$ cat config.mk
export PLATFORM = sky130hd
export DESIGN_NAME = dbus_arbiter_flat
export DESIGN_NICKNAME = d
export VERILOG_FILES = /design/src/rtl/dbus_arbiter_pkg.sv /design/src/rtl/master_bus_if.sv /design/src/rtl/dbus_req_buffer.sv /design/src/rtl/dbus_arbiter.sv /design/src/flat_wrapper.sv
export SDC_FILE = /design/constraint.sdc
export NUM_CORES = 1
export LEC_CHECK = 0
export CAP_MARGIN = 15
export CORE_MARGIN = 10
export CORE_UTILIZATION = 48
export DETAILED_ROUTE_END_ITERATION = 8
export PLACE_DENSITY = 0.82
export REMOVE_ABC_BUFFERS = 1
export SKIP_LAST_GASP = 1
export SLEW_MARGIN = 20
export SYNTH_ARGS = -nofsm -noshare
export SYNTH_HDL_FRONTEND = slang
export SYNTH_SLANG_ARGS = --single-unit
export TNS_END_PERCENT = 1
$ cat constraint.sdc
create_clock -name clk -period 23.1 [get_ports clk]
set_clock_uncertainty 0.2 [all_clocks]
set_input_delay 6.93 -clock clk [delete_from_list [all_inputs] [get_ports clk]]
set_output_delay 6.93 -clock clk [all_outputs]
set_load 0.005 [all_outputs]
$ cat src/rtl/dbus_arbiter_pkg.sv
// Shared data-bus package: transaction type/size enums, request payload struct
// and its reset value. Imported by the bus interface, request buffer and arbiter.
package dbus_arbiter_pkg;

    localparam int unsigned ADDR_W = 32;
    localparam int unsigned DATA_W = 32;

    typedef enum logic {
        READ  = 1'b0,
        WRITE = 1'b1
    } ttype_e;

    typedef enum logic [1:0] {
        BYTE = 2'd0,
        HALF = 2'd1,
        WORD = 2'd2
    } tsize_e;

    typedef struct packed {
        logic [ADDR_W-1:0] addr;
        logic [DATA_W-1:0] wdata;
        ttype_e            ttype;
        tsize_e            tsize;
    } bus_req_t;

    localparam bus_req_t BUS_REQ_RST = '{addr: '0, wdata: '0, ttype: READ, tsize: WORD};

endpackage

$ cat src/rtl/master_bus_if.sv
// System data bus handshake interface.
//   master modport: drives bstart/breq and request fields, receives bdone/rdata.
//   slave  modport: receives the request, drives bdone/rdata.
interface master_bus_if;
    import dbus_arbiter_pkg::*;

    logic              bstart;
    logic              breq;
    logic [ADDR_W-1:0] addr;
    logic [DATA_W-1:0] wdata;
    ttype_e            ttype;
    tsize_e            tsize;
    logic              bdone;
    logic [DATA_W-1:0] rdata;

    modport master (output bstart, breq, addr, wdata, ttype, tsize,
                    input  bdone, rdata);
    modport slave  (input  bstart, breq, addr, wdata, ttype, tsize,
                    output bdone, rdata);
endinterface

$ cat src/rtl/dbus_req_buffer.sv
// One-entry request capture register for a master that could not be forwarded.
//   clk, rst : clock, async active-high reset
//   load     : capture d and set pend
//   clear    : drop pend once the buffered request is forwarded
//   d / q    : request payload in / held payload out
//   pend     : a buffered request is waiting
module dbus_req_buffer
    import dbus_arbiter_pkg::*;
(
    input  logic     clk,
    input  logic     rst,
    input  logic     load,
    input  logic     clear,
    input  bus_req_t d,
    output bus_req_t q,
    output logic     pend
);

    always_ff @(posedge clk or posedge rst) begin
        if (rst) begin
            pend <= 1'b0;
            q    <= BUS_REQ_RST;
        end else if (load) begin
            pend <= 1'b1;
            q    <= d;
        end else if (clear) begin
            pend <= 1'b0;
        end
    end

endmodule

$ cat src/rtl/dbus_arbiter.sv
// Two-master data-bus arbiter: core (m0) and debug SBA (m1) share downstream s.
// Pulses that lose arbitration or arrive while busy are buffered and replayed.
//   HI_PRIO_MASTER : tie winner in fixed-priority mode (0 core, 1 debug)
//   DBUS_ARB_RR_EN : when defined, ties go to the master that is not owner
//   clk, rst       : clock, async active-high reset
//   m0, m1         : upstream master ports (slave modport)
//   s              : downstream bus (master modport)
//   owner          : current / last granted master
//   busy           : downstream transaction in flight
//   arb_err        : pulse (cycle after the event) when an illegal request is dropped
module dbus_arbiter
    import dbus_arbiter_pkg::*;
#(
    parameter int unsigned HI_PRIO_MASTER = 1
) (
    input  logic          clk,
    input  logic          rst,
    master_bus_if.slave   m0,
    master_bus_if.slave   m1,
    master_bus_if.master  s,
    output logic          owner,
    output logic          busy,
    output logic          arb_err
);

    typedef enum logic {
        IDLE = 1'b0,
        BUSY = 1'b1
    } arb_state_e;

    arb_state_e state;
    bus_req_t   live_req [2];
    bus_req_t   buf_req  [2];
    bus_req_t   win_req;
    bus_req_t   act_req;
    logic [1:0] live, viol, live_ok, cand, pend, load, clear;
    logic       tie_win, win, grant, resp_owner;

    logic unused_ok;
    assign unused_ok = &{1'b0, m0.breq, m1.breq};

    assign live_req[0] = '{addr: m0.addr, wdata: m0.wdata, ttype: m0.ttype, tsize: m0.tsize};
    assign live_req[1] = '{addr: m1.addr, wdata: m1.wdata, ttype: m1.ttype, tsize: m1.tsize};
    assign live        = {m1.bstart, m0.bstart};

    // A new event is illegal while that master already has a buffered or in-flight request.
    assign viol[0] = live[0] && (pend[0] || (state == BUSY && !owner));
    assign viol[1] = live[1] && (pend[1] || (state == BUSY &&  owner));
    assign live_ok = live & ~viol;
    assign cand    = live_ok | pend;

`ifdef DBUS_ARB_RR_EN
    assign tie_win = ~owner;
`else
    assign tie_win = 1'(HI_PRIO_MASTER);
`endif

    assign win   = (cand == 2'b11) ? tie_win : cand[1];
    assign grant = !rst && (state == IDLE) && (cand != 2'b00);

    // A master with a buffered request never also has a legal live one.
    assign win_req = win ? (pend[1] ? buf_req[1] : live_req[1])
                         : (pend[0] ? buf_req[0] : live_req[0]);

    // Capture any legal event that is not forwarded this cycle.
    assign load[0]  = live_ok[0] && !(grant && !win);
    assign load[1]  = live_ok[1] && !(grant &&  win);
    assign clear[0] = grant && !win && pend[0];
    assign clear[1] = grant &&  win && pend[1];

    dbus_req_buffer u_buf0 (
        .clk   (clk),
        .rst   (rst),
        .load  (load[0]),
        .clear (clear[0]),
        .d     (live_req[0]),
        .q     (buf_req[0]),
        .pend  (pend[0])
    );

    dbus_req_buffer u_buf1 (
        .clk   (clk),
        .rst   (rst),
        .load  (load[1]),
        .clear (clear[1]),
        .d     (live_req[1]),
        .q     (buf_req[1]),
        .pend  (pend[1])
    );

    // Downstream drive: the grant cycle is 0-latency from the winner, then held.
    always_comb begin
        s.bstart = grant;
        s.breq   = grant;
        {s.addr, s.wdata, s.ttype, s.tsize} = grant ? win_req : act_req;
    end

    // The registered owner lags the grant, so completions in the grant cycle use win.
    assign resp_owner = grant ? win : owner;

    always_comb begin
        m0.bdone = !rst && !resp_owner && s.bdone;
        m1.bdone = !rst &&  resp_owner && s.bdone;
        m0.rdata = (!rst && !resp_owner) ? s.rdata : '0;
        m1.rdata = (!rst &&  resp_owner) ? s.rdata : '0;
    end

    // State, owner, held request and error pulse.
    always_ff @(posedge clk or posedge rst) begin
        if (rst) begin
            state   <= IDLE;
            owner   <= 1'b0;
            act_req <= BUS_REQ_RST;
            arb_err <= 1'b0;
        end else begin
            arb_err <= |viol;
            if (grant) begin
                owner   <= win;
                act_req <= win_req;
            end
            case (state)
                IDLE:    if (grant && !s.bdone) state <= BUSY;
                BUSY:    if (s.bdone)           state <= IDLE;
                default:                        state <= IDLE;
            endcase
        end
    end

    assign busy = (state == BUSY);

endmodule

$ cat src/flat_wrapper.sv
// flat-port wrapper written by rule: the top's interface ports become plain ports
module dbus_arbiter_flat import dbus_arbiter_pkg::*;
#(
    parameter int unsigned HI_PRIO_MASTER = 1
)
  (clk, rst, owner, busy, arb_err, m0_bstart, m0_breq, m0_addr, m0_wdata, m0_ttype, m0_tsize, m0_bdone, m0_rdata, m1_bstart, m1_breq, m1_addr, m1_wdata, m1_ttype, m1_tsize, m1_bdone, m1_rdata, s_bstart, s_breq, s_addr, s_wdata, s_ttype, s_tsize, s_bdone, s_rdata);
  master_bus_if m0_i ();
  master_bus_if m1_i ();
  master_bus_if s_i ();
  input  logic clk;
  input  logic rst;
  output logic owner;
  output logic busy;
  output logic arb_err;
  input wire logic [$bits(m0_i.bstart)-1:0] m0_bstart;
  input wire logic [$bits(m0_i.breq)-1:0] m0_breq;
  input wire logic [$bits(m0_i.addr)-1:0] m0_addr;
  input wire logic [$bits(m0_i.wdata)-1:0] m0_wdata;
  input wire logic [$bits(m0_i.ttype)-1:0] m0_ttype;
  input wire logic [$bits(m0_i.tsize)-1:0] m0_tsize;
  output wire logic [$bits(m0_i.bdone)-1:0] m0_bdone;
  output wire logic [$bits(m0_i.rdata)-1:0] m0_rdata;
  input wire logic [$bits(m1_i.bstart)-1:0] m1_bstart;
  input wire logic [$bits(m1_i.breq)-1:0] m1_breq;
  input wire logic [$bits(m1_i.addr)-1:0] m1_addr;
  input wire logic [$bits(m1_i.wdata)-1:0] m1_wdata;
  input wire logic [$bits(m1_i.ttype)-1:0] m1_ttype;
  input wire logic [$bits(m1_i.tsize)-1:0] m1_tsize;
  output wire logic [$bits(m1_i.bdone)-1:0] m1_bdone;
  output wire logic [$bits(m1_i.rdata)-1:0] m1_rdata;
  output wire logic [$bits(s_i.bstart)-1:0] s_bstart;
  output wire logic [$bits(s_i.breq)-1:0] s_breq;
  output wire logic [$bits(s_i.addr)-1:0] s_addr;
  output wire logic [$bits(s_i.wdata)-1:0] s_wdata;
  output wire logic [$bits(s_i.ttype)-1:0] s_ttype;
  output wire logic [$bits(s_i.tsize)-1:0] s_tsize;
  input wire logic [$bits(s_i.bdone)-1:0] s_bdone;
  input wire logic [$bits(s_i.rdata)-1:0] s_rdata;
  assign m0_i.bstart = m0_bstart;
  assign m0_i.breq = m0_breq;
  assign m0_i.addr = m0_addr;
  assign m0_i.wdata = m0_wdata;
  assign m0_i.ttype = m0_ttype;
  assign m0_i.tsize = m0_tsize;
  assign m0_bdone = m0_i.bdone;
  assign m0_rdata = m0_i.rdata;
  assign m1_i.bstart = m1_bstart;
  assign m1_i.breq = m1_breq;
  assign m1_i.addr = m1_addr;
  assign m1_i.wdata = m1_wdata;
  assign m1_i.ttype = m1_ttype;
  assign m1_i.tsize = m1_tsize;
  assign m1_bdone = m1_i.bdone;
  assign m1_rdata = m1_i.rdata;
  assign s_bstart = s_i.bstart;
  assign s_breq = s_i.breq;
  assign s_addr = s_i.addr;
  assign s_wdata = s_i.wdata;
  assign s_ttype = s_i.ttype;
  assign s_tsize = s_i.tsize;
  assign s_i.bdone = s_bdone;
  assign s_i.rdata = s_rdata;
  dbus_arbiter #(.HI_PRIO_MASTER(HI_PRIO_MASTER)) u_core (.clk(clk), .rst(rst), .m0(m0_i), .m1(m1_i), .s(s_i), .owner(owner), .busy(busy), .arb_err(arb_err));
endmodule
==> results of run 1 <==
[worst reg2reg max path, delay by kind of cell, from the launching register on]
kind            cells  cell delay [ns]
flops               1             0.64
simple gates        1             0.65
compound gates      1             1.00
buf+inv             1             0.66
mux                 1             0.44
[through the flow]
step                      setup slack (ns)  hold WS (ns)  total power, mW  instance area, sq um
after global routing                 5.698        0.3174            1.479                 14250
after CTS                            5.870        0.3088            1.414                 14240
after global placement               5.915        0.2883            1.010                 13460
after detailed placement             5.902        0.2942            1.031                 13470
final                                5.857        0.3064            1.406                 14250
after floorplan                      3.187        0.2807           0.8247                  9883
[kinds of logic (layout without fill, tap and decap cells)]
group / after synthesis / after routing / synth area share, %
AND/OR/NAND/NOR: 268 / 268 / 11.21
flip-flops: 206 / 206 / 50.23
multiplexers: 202 / 202 / 22.43
AO/OA/AOI/OAI: 176 / 176 / 12.22
buffers and inverters: 95 / 366 / 3.911
other: 0 / 2 / 0
[per-layer routing]
layer | track usage [%] | routed length [um]
met1 | 27.41 | 13370
met2 | 39.47 | 16850
met3 | 7.336 | 2863
met4 | 6.873 | 866
met5 | 0 | 9
[final timing paths]
check                                            to           startpoint  slack [ns]
worst max-delay path                    s_wdata[12]                  rst        5.86
max in group asynchronous        u_core.u_buf1.q[7]                  rst       14.36
min in group asynchronous       u_core.u_buf0.q[43]                  rst        6.95
worst min-delay path            u_core.u_buf0.q[36]  u_core.u_buf0.q[36]        0.31
worst min register to register  u_core.u_buf0.q[36]  u_core.u_buf0.q[36]        0.31
worst max register to register  u_core.u_buf1.q[34]   u_core.u_buf1.pend       19.40
[cell type report]
class,count,share of cell area (%)
flip-flops and latches,206,36.24
multi-input cells,646,33.38
repair buffers,321,22.30
clock buffers,26,4.327
well taps,275,2.414
clock inverters,15,1.141
inverters,4,0.1580
diodes,2,0.03511
[power groups by stage]
stage	registers [mW]	logic [mW]	clock network [mW]
finish	0.570	0.459	0.377
global route	0.584	0.495	0.400
CTS	0.568	0.463	0.383
detailed placement	0.572	0.459	0
global placement	0.562	0.447	0
floorplan	0.560	0.265	0
[flip-flops by register name (all words and copies together) (netlist names)]
signal / cells
u_core.owner: 1
u_core.u_buf0.q: 67
u_core.u_buf1.q: 67
u_core.u_buf0.pend: 1
u_core.arb_err: 1
u_core.u_buf1.pend: 1
u_core.act_req: 67
u_core.busy: 1
[Yosys cell counts (all sizes together)]
library cell / instances / area, sq um
dfrtp: 203 / 5080
nand2: 155 / 581.8
mux2: 135 / 1633
nor3: 100 / 500.5
clkbuf: 73 / 274.0
a221o: 67 / 670.6
mux2i: 67 / 670.6
o21ai: 62 / 310.3
a21oi: 36 / 180.2
buf: 18 / 112.6
a22o: 7 / 61.31
nor2: 7 / 26.28
dfstp: 3 / 78.83
inv: 3 / 11.26
nand2b: 2 / 12.51
a21boi: 1 / 7.510
a21o: 1 / 7.510
a222oi: 1 / 10.01
and4b: 1 / 10.01
clkinv: 1 / 3.750
nor2b: 1 / 6.260
o21a: 1 / 7.510
or2: 1 / 6.260
or4: 1 / 7.510
==> impl_results.html, run 1 <==
<table>
<tr><th>Metric</th><th>Value</th></tr>
<tr><th colspan="2">Worst hold path</th></tr>
<tr><td>Count of cells along the worst hold path</td><td>1</td></tr>
<tr><td>Worst hold path class</td><td>reg -&gt; reg</td></tr>
<tr><th colspan="2">Yosys</th></tr>
<tr><td>Netlist Area Pre-Place</td><td>10270 sq um</td></tr>
<tr><td>Cell count after synthesis</td><td>947</td></tr>
<tr><td>Count of cell types in the netlist</td><td>29</td></tr>
<tr><td>Sequential-to-total area share from yosys stat</td><td>50.23%</td></tr>
<tr><td>Flop and latch count out of synthesis</td><td>206</td></tr>
<tr><td>Per-instance average area after synthesis</td><td>10.84 sq um</td></tr>
<tr><td>Count of warnings emitted by yosys</td><td>0</td></tr>
<tr><th colspan="2">CTS</th></tr>
<tr><td>Buffers inserted during post-CTS setup optimization</td><td>0</td></tr>
<tr><td>CTS tree</td><td>done</td></tr>
<tr><td>Clk Tree Root Cell</td><td>clkbuf_16</td></tr>
<tr><td>Post-CTS clock slew at the launch and capture registers of the worst setup and hold paths</td><td>0.06 ns</td></tr>
<tr><td>Post-cts repair resize count</td><td>0</td></tr>
<tr><td>Clock buffer count from CTS</td><td>23</td></tr>
<tr><td>Clock tree sinks</td><td>206</td></tr>
<tr><td>Count of hold-fix buffers inserted at cts</td><td>0</td></tr>
<tr><td>Clk buf depth</td><td>3</td></tr>
<tr><td>Depth of the CTS H-tree</td><td>1</td></tr>
<tr><td>Clock network latency to the later pin of the worst-skew pair</td><td>0.50 ns</td></tr>
<tr><th colspan="2">Layout</th></tr>
<tr><td>Seq. cell area</td><td>about 5200 sq um</td></tr>
<tr><td>Combined area of the multi-input logic cells</td><td>about 4800 sq um</td></tr>
<tr><td>Most frequent cells in the layout</td><td>307 x clkdlybuf4s50_1, 201 x dfrtp_1, 155 x nand2_1</td></tr>
<tr><td>Core occupancy in the finished layout</td><td>67.81%</td></tr>
<tr><td>NumNets Final</td><td>1375</td></tr>
<tr><td>Most common library cell in the layout ignoring fill and taps</td><td>clkdlybuf4s50_1</td></tr>
<tr><td>Ratio of cells with drive above 1 in the final layout</td><td>between 15 and 20%</td></tr>
<tr><td>Area added between synthesis and finish</td><td>38.80%</td></tr>
<tr><td>Count of fill cells added during filler insertion</td><td>1549</td></tr>
<tr><td>Non-filler cells, final</td><td>roughly 1500</td></tr>
<tr><th colspan="2">STA</th></tr>
<tr><td>Post-route setup TNS</td><td>0 ns</td></tr>
<tr><td>Final critical-path required period</td><td>17.24 ns</td></tr>
<tr><td>Final setup viols</td><td>0</td></tr>
<tr><td>Number of pins exceeding their max-slew limit in the final report</td><td>0</td></tr>
<tr><td>Unrepaired setup endpoints after global routing</td><td>false</td></tr>
<tr><td>Period utilization</td><td>between 70% and 80%</td></tr>
<tr><td>Highest Clock Rate</td><td>57.99 MHz</td></tr>
<tr><td>Max-Slew Margin vs Limit</td><td>23.70%</td></tr>
<tr><td>Worst-Margin Slew</td><td>1.142 ns</td></tr>
<tr><td>Final hold viol count</td><td>0</td></tr>
<tr><th colspan="2">Die</th></tr>
<tr><td>Initial cell density of the core</td><td>48.85%</td></tr>
<tr><td>Height of the chip</td><td>approximately 170 um</td></tr>
<tr><td>Number of I/O pins</td><td>311</td></tr>
<tr><td>Total die area</td><td>27650 sq um</td></tr>
<tr><td>Area of the placeable core</td><td>21020 sq um</td></tr>
<tr><td>Die width</td><td>approximately 170 um</td></tr>
<tr><td>Rows</td><td>53</td></tr>
<tr><th colspan="2">Worst setup path</th></tr>
<tr><td>Cell repeated most along the worst path</td><td>clkdlybuf4s50_1</td></tr>
<tr><td>Cell breakdown of the critical path</td><td>clkdlybuf4s50_1 -&gt; or4_2 -&gt; buf_4 -&gt; nor3_1 -&gt; a221o_1 -&gt; clkdlybuf4s50_1</td></tr>
<tr><td>Endpoint type of the worst setup path</td><td>output port</td></tr>
<tr><td>Family with the most delay on the worst path</td><td>buffers and inverters</td></tr>
<tr><td>Critical setup path kind</td><td>in -&gt; out</td></tr>
<tr><td>Number of gates on the worst path with buffers counted</td><td>6</td></tr>
<tr><td>Required time at the worst-slack endpoint</td><td>~16 ns</td></tr>
<tr><td>Bufs and invs on worst path</td><td>3</td></tr>
<tr><td>Slowest-stage cell, CP</td><td>or4_2</td></tr>
<tr><td>Data arrival time of the critical path</td><td>10.11 ns</td></tr>
<tr><td>Critical path startpoint category</td><td>input port</td></tr>
<tr><td>Slowest stage delay, CP</td><td>~0.99 ns</td></tr>
<tr><td>Critical Path Fanout Max</td><td>45</td></tr>
<tr><td>Worst r2r path cells</td><td>4</td></tr>
<tr><th colspan="2">Power</th></tr>
<tr><td>Switching share of total power</td><td>slightly below 30%</td></tr>
<tr><td>Power Dens Cells</td><td>98.65 nW/um^2</td></tr>
<tr><td>Clock network power share</td><td>26.8%</td></tr>
<tr><td>Internal power of the cells</td><td>999.5 uW</td></tr>
<tr><td>Switching pwr</td><td>406.7 uW</td></tr>
<tr><td>Portion of total power attributed to sequential cells</td><td>40.5%</td></tr>
<tr><td>Leak</td><td>6.099 nW</td></tr>
<tr><td>Comb pwr share</td><td>32.7%</td></tr>
<tr><td>Largest voltage drop on the vdd net</td><td>0.05566 mV</td></tr>
<tr><th colspan="2">GRT</th></tr>
<tr><td>Number of global-route vias before repair</td><td>roughly 9200</td></tr>
<tr><td>Final global-route overflow total</td><td>0</td></tr>
<tr><td>Number of antenna violations at the first check in global routing</td><td>3</td></tr>
<tr><td>Wire length of the first global-routing pass</td><td>52460 um</td></tr>
<tr><td>Pin count of the biggest net entering global routing</td><td>99</td></tr>
<tr><td>GRT Overall Usage</td><td>23.17%</td></tr>
<tr><th colspan="2">Drt</th></tr>
<tr><td>Count of antenna-violating nets left after detailed routing</td><td>0</td></tr>
<tr><td>Number of iterations in the first detailed-routing pass</td><td>5</td></tr>
<tr><td>Initial DRC Count</td><td>569</td></tr>
<tr><td>Routed via count</td><td>about 8700</td></tr>
<tr><td>Number of design rule violations left after detail routing</td><td>0</td></tr>
<tr><td>Average detailed-routed wire length per instance</td><td>22.71 um</td></tr>
<tr><td>Wirelength, routed</td><td>33960 um</td></tr>
<tr><td>Mean number of vias per cell</td><td>slightly below 6</td></tr>
<tr><th colspan="2">Placement</th></tr>
<tr><td>Post-DP HPWL</td><td>22200 um</td></tr>
<tr><td>Number of I/O port buffers</td><td>308</td></tr>
<tr><td>Total instance count after detailed placement</td><td>1452</td></tr>
<tr><td>GP Congestion</td><td>~0.83</td></tr>
<tr><th colspan="2">Outcome</th></tr>
<tr><td>Result of the run</td><td>complete, no violations</td></tr>
<tr><th colspan="2">Job</th></tr>
<tr><td>Number of max-cap violations</td><td>0</td></tr>
</table>
Note: power is estimated with default switching activity, not from simulation.
==> run 2, diff against run 1 <==
==> constraint.sdc (replaced) <==
create_clock -name clk -period 17.8 [get_ports clk]
set_clock_uncertainty 0.2 [all_clocks]
set_input_delay 5.34 -clock clk [delete_from_list [all_inputs] [get_ports clk]]
set_output_delay 5.34 -clock clk [all_outputs]
set_load 0.005 [all_outputs]
==> run 2 against run 1 <==
Wire length fell by 0.59%. Sequential share of layout area fell by 0.14 points. Cell area up 0.39%. Non-clock buffer count unchanged. Worst setup slack worse by 2.0 ns. Global-route usage down 0.14 points. Combinational power grew 30%. Critical path type unchanged. Critical endpoint unchanged.
==> impl_results.html, run 2 (synthesis results as in run 1) <==
<table>
<tr><th>Metric</th><th>Value</th></tr>
<tr><th colspan="2">Die</th></tr>
<tr><td>Die width</td><td>166.3 um (unchanged)</td></tr>
<tr><td>Number of I/O pins</td><td>311 (unchanged)</td></tr>
<tr><td>Total die area</td><td>27650 sq um (unchanged)</td></tr>
<tr><td>Initial cell density of the core</td><td>48.85% (unchanged)</td></tr>
<tr><td>Height of the chip</td><td>166.3 um (unchanged)</td></tr>
<tr><td>Rows</td><td>53 (unchanged)</td></tr>
<tr><td>Area of the placeable core</td><td>21020 sq um (unchanged)</td></tr>
<tr><th colspan="2">Power</th></tr>
<tr><td>Power Dens Cells</td><td>129.9 nW/um^2 (+32%)</td></tr>
<tr><td>Comb pwr share</td><td>32.0% (-0.7 points)</td></tr>
<tr><td>Internal power of the cells</td><td>1.334 mW (+33%)</td></tr>
<tr><td>Switching share of total power</td><td>28.21% (-0.71 points)</td></tr>
<tr><td>Largest voltage drop on the vdd net</td><td>0.06399 mV (+15%)</td></tr>
<tr><td>Portion of total power attributed to sequential cells</td><td>39.8% (-0.7 points)</td></tr>
<tr><td>Leak</td><td>6.128 nW (+0.48%)</td></tr>
<tr><td>Switching pwr</td><td>524.3 uW (+29%)</td></tr>
<tr><td>Clock network power share</td><td>28.1% (+1.3 points)</td></tr>
<tr><th colspan="2">GRT</th></tr>
<tr><td>Pin count of the biggest net entering global routing</td><td>130 (+31%)</td></tr>
<tr><td>Number of global-route vias before repair</td><td>9207 (+0.62%)</td></tr>
<tr><td>Wire length of the first global-routing pass</td><td>52250 um (-0.41%)</td></tr>
<tr><td>Global Route met3 Usage</td><td>7.170% (-0.17 points)</td></tr>
<tr><td>GRT Overall Usage</td><td>23.03% (-0.14 points)</td></tr>
<tr><td>Grt met2 use</td><td>38.74% (-0.73 points)</td></tr>
<tr><td>Met1 GRT Util</td><td>27.55% (+0.14 points)</td></tr>
<tr><td>Most used routing layer</td><td>met2</td></tr>
<tr><td>Number of antenna violations at the first check in global routing</td><td>3 (unchanged)</td></tr>
<tr><td>Final global-route overflow total</td><td>0 (unchanged)</td></tr>
<tr><th colspan="2">Worst setup path</th></tr>
<tr><td>Required time at the worst-slack endpoint</td><td>12.26 ns (-3.71 ns)</td></tr>
<tr><td>Flop2flop setup slack</td><td>14.10 ns (-5.30 ns)</td></tr>
<tr><td>Worst r2r path cells</td><td>5 (+1)</td></tr>
<tr><td>Critical path startpoint category</td><td>input port</td></tr>
<tr><td>Data arrival time of the critical path</td><td>8.44 ns (-1.67 ns)</td></tr>
<tr><td>Origin of the critical flop-to-flop path</td><td>u_core.u_buf1.pend</td></tr>
<tr><td>Endpoint type of the worst setup path</td><td>output port</td></tr>
<tr><td>Critical setup path kind</td><td>in -&gt; out</td></tr>
<tr><td>Critical Path Fanout Max</td><td>44 (-2.2%)</td></tr>
<tr><td>Endpoint of the lowest-slack register-to-register path</td><td>u_core.u_buf0.q[56]</td></tr>
<tr><th colspan="2">STA</th></tr>
<tr><td>Number of pins exceeding their max-slew limit in the final report</td><td>0 (unchanged)</td></tr>
<tr><td>Unrepaired setup endpoints after global routing</td><td>false</td></tr>
<tr><td>Max-Slew Margin vs Limit</td><td>32.10% (+8.4 points)</td></tr>
<tr><td>Worst-Margin Slew</td><td>1.016 ns (-0.1256 ns)</td></tr>
<tr><td>Highest Clock Rate</td><td>71.54 MHz</td></tr>
<tr><td>Final setup viols</td><td>0 (unchanged)</td></tr>
<tr><td>Period utilization</td><td>78.53%</td></tr>
<tr><td>Final hold viol count</td><td>0 (unchanged)</td></tr>
<tr><td>Post-route setup TNS</td><td>0 ns (unchanged)</td></tr>
<tr><td>Final critical-path required period</td><td>13.98 ns</td></tr>
<tr><th colspan="2">Drt</th></tr>
<tr><td>Count of antenna-violating nets left after detailed routing</td><td>0 (unchanged)</td></tr>
<tr><td>Mean number of vias per cell</td><td>5.786 (-0.60%)</td></tr>
<tr><td>Number of design rule violations left after detail routing</td><td>0 (unchanged)</td></tr>
<tr><td>Wirelength, routed</td><td>33760 um (-0.59%)</td></tr>
<tr><td>Average detailed-routed wire length per instance</td><td>22.60 um (-0.52%)</td></tr>
<tr><td>Initial DRC Count</td><td>577 (+1.4%)</td></tr>
<tr><td>Number of iterations in the first detailed-routing pass</td><td>5 (unchanged)</td></tr>
<tr><td>Routed via count</td><td>8644 (-0.67%)</td></tr>
<tr><th colspan="2">CTS</th></tr>
<tr><td>Depth of the CTS H-tree</td><td>1 (unchanged)</td></tr>
<tr><td>Clock buffer count from CTS</td><td>23 (unchanged)</td></tr>
<tr><td>Buffers inserted during post-CTS setup optimization</td><td>0 (unchanged)</td></tr>
<tr><td>Count of hold-fix buffers inserted at cts</td><td>0 (unchanged)</td></tr>
<tr><td>Clock tree sinks</td><td>206 (unchanged)</td></tr>
<tr><td>Clk buf depth</td><td>3 (unchanged)</td></tr>
<tr><td>Clock network latency to the later pin of the worst-skew pair</td><td>0.50 ns (about the same)</td></tr>
<tr><td>Post-CTS clock slew at the launch and capture registers of the worst setup and hold paths</td><td>0.06 ns (about the same)</td></tr>
<tr><td>Post-cts repair resize count</td><td>0 (unchanged)</td></tr>
<tr><td>Clk Tree Root Cell</td><td>clkbuf_16</td></tr>
<tr><td>CTS tree</td><td>done</td></tr>
<tr><th colspan="2">Layout</th></tr>
<tr><td>Most frequent cells in the layout</td><td>307 x clkdlybuf4s50_1, 201 x dfrtp_1, 155 x nand2_1</td></tr>
<tr><td>Seq. cell area</td><td>5166 sq um (unchanged)</td></tr>
<tr><td>Count of fill cells added during filler insertion</td><td>1524 (-1.6%)</td></tr>
<tr><td>Post-route design area</td><td>14310 sq um (+0.39%)</td></tr>
<tr><td>Area added between synthesis and finish</td><td>39.35%</td></tr>
<tr><td>NumNets Final</td><td>1375 (unchanged)</td></tr>
<tr><td>Most common library cell in the layout ignoring fill and taps</td><td>clkdlybuf4s50_1</td></tr>
<tr><td>Combined area of the multi-input logic cells</td><td>4758 sq um (unchanged)</td></tr>
<tr><td>Largest registers in the final layout</td><td>u_core.act_req: 67 flops, u_core.u_buf0.q: 67 flops, u_core.u_buf1.q: 67 flops</td></tr>
<tr><td>Ratio of cells with drive above 1 in the final layout</td><td>16.76% (-0.23 points)</td></tr>
<tr><th colspan="2">Outcome</th></tr>
<tr><td>Result of the run</td><td>complete, no violations</td></tr>
<tr><th colspan="2">Worst hold path</th></tr>
<tr><td>Worst Hold Path EP</td><td>u_core.u_buf0.q[36]</td></tr>
<tr><td>Worst hold path class</td><td>reg -&gt; reg</td></tr>
<tr><td>Min-Delay Startpoint</td><td>u_core.u_buf0.q[36]</td></tr>
<tr><td>Count of cells along the worst hold path</td><td>1 (unchanged)</td></tr>
<tr><th colspan="2">Job</th></tr>
<tr><td>Number of max-cap violations</td><td>0 (unchanged)</td></tr>
<tr><th colspan="2">Placement</th></tr>
<tr><td>Cell Area, Placed</td><td>13470 sq um (unchanged)</td></tr>
<tr><td>Number of I/O port buffers</td><td>308 (unchanged)</td></tr>
<tr><td>Post-DP HPWL</td><td>21990 um (-0.93%)</td></tr>
<tr><td>GP Congestion</td><td>0.8123 (-2.6%)</td></tr>
</table>
## run 2: cell types whose count changed in the layout (fill, tap and decap cells not counted), sizes merged
| cell | previous run | this run |
|---|---|---|
| bufinv | 3 | 5 |
| clkinv | 7 | 3 |
| clkinvlp | 5 | 2 |
| clkbuf | 26 | 30 |
## run 2: worst max path at each step
stage | cells after the start | slack [ns] | startpoint | end
2_1_floorplan | 3 | 1.07 | rst | m0_bdone
3_3_place_gp | 6 | 3.87 | rst | s_wdata[12]
3_5_place_dp | 6 | 3.85 | rst | s_wdata[12]
4_1_cts | 6 | 3.83 | rst | s_wdata[12]
5_1_grt | 6 | 3.69 | rst | s_addr[31]
6_report | 6 | 3.82 | rst | s_wdata[12]
## run 2: worst max-delay path: stages
cell             delay [ns]
clkdlybuf4s50_1        0.63
or4_2                  1.00
buf_4                  0.44
nor3_1                 0.32
a221o_1                0.18
clkdlybuf4s50_1        0.51
## run 2: power groups by stage
stage | combinational [mW] | clock [mW] | sequential, mW
after floorplan | 0.344 | 0 | 0.726
after global placement | 0.580 | 0 | 0.731
after detailed placement | 0.595 | 0 | 0.743
after CTS | 0.601 | 0.530 | 0.737
after global routing | 0.643 | 0.550 | 0.758
final | 0.596 | 0.523 | 0.740
## run 2: final cells by class
type / instances / share of cell area [%]
clock buffers: 30 / 4.555
inverters: 4 / 0.1574
diodes: 2 / 0.03497
repair buffers: 321 / 22.22
clock inverters: 10 / 1.285
multi-input cells: 646 / 33.25
flip-flops and latches: 206 / 36.10
well taps: 275 / 2.404
## run 2: per-stage QoR
stage               utilization (%)  std cells  hold slack [ns]  power [mW]  setup WS (ns)
global placement              64.03       1452           0.2882       1.311          3.866
finish                        68.08       1494           0.3046       1.858          3.823
CTS                           68.03       1492           0.3087       1.869          3.833
global route                  68.08       1494           0.3144       1.951          3.694
floorplan                         -        856           0.2807       1.070          1.067
detailed placement            64.06       1452           0.2934       1.338          3.849
## run 2: layer usage
metal  share of wire [%]  wire (um)  vias to the layer above
met2                  49      16460                      355
li1                    -          -                     3938
met3                 8.4       2837                       57
met4                 2.1        724                        2
met1                  41      13730                     4292
met5               0.039         13                        -
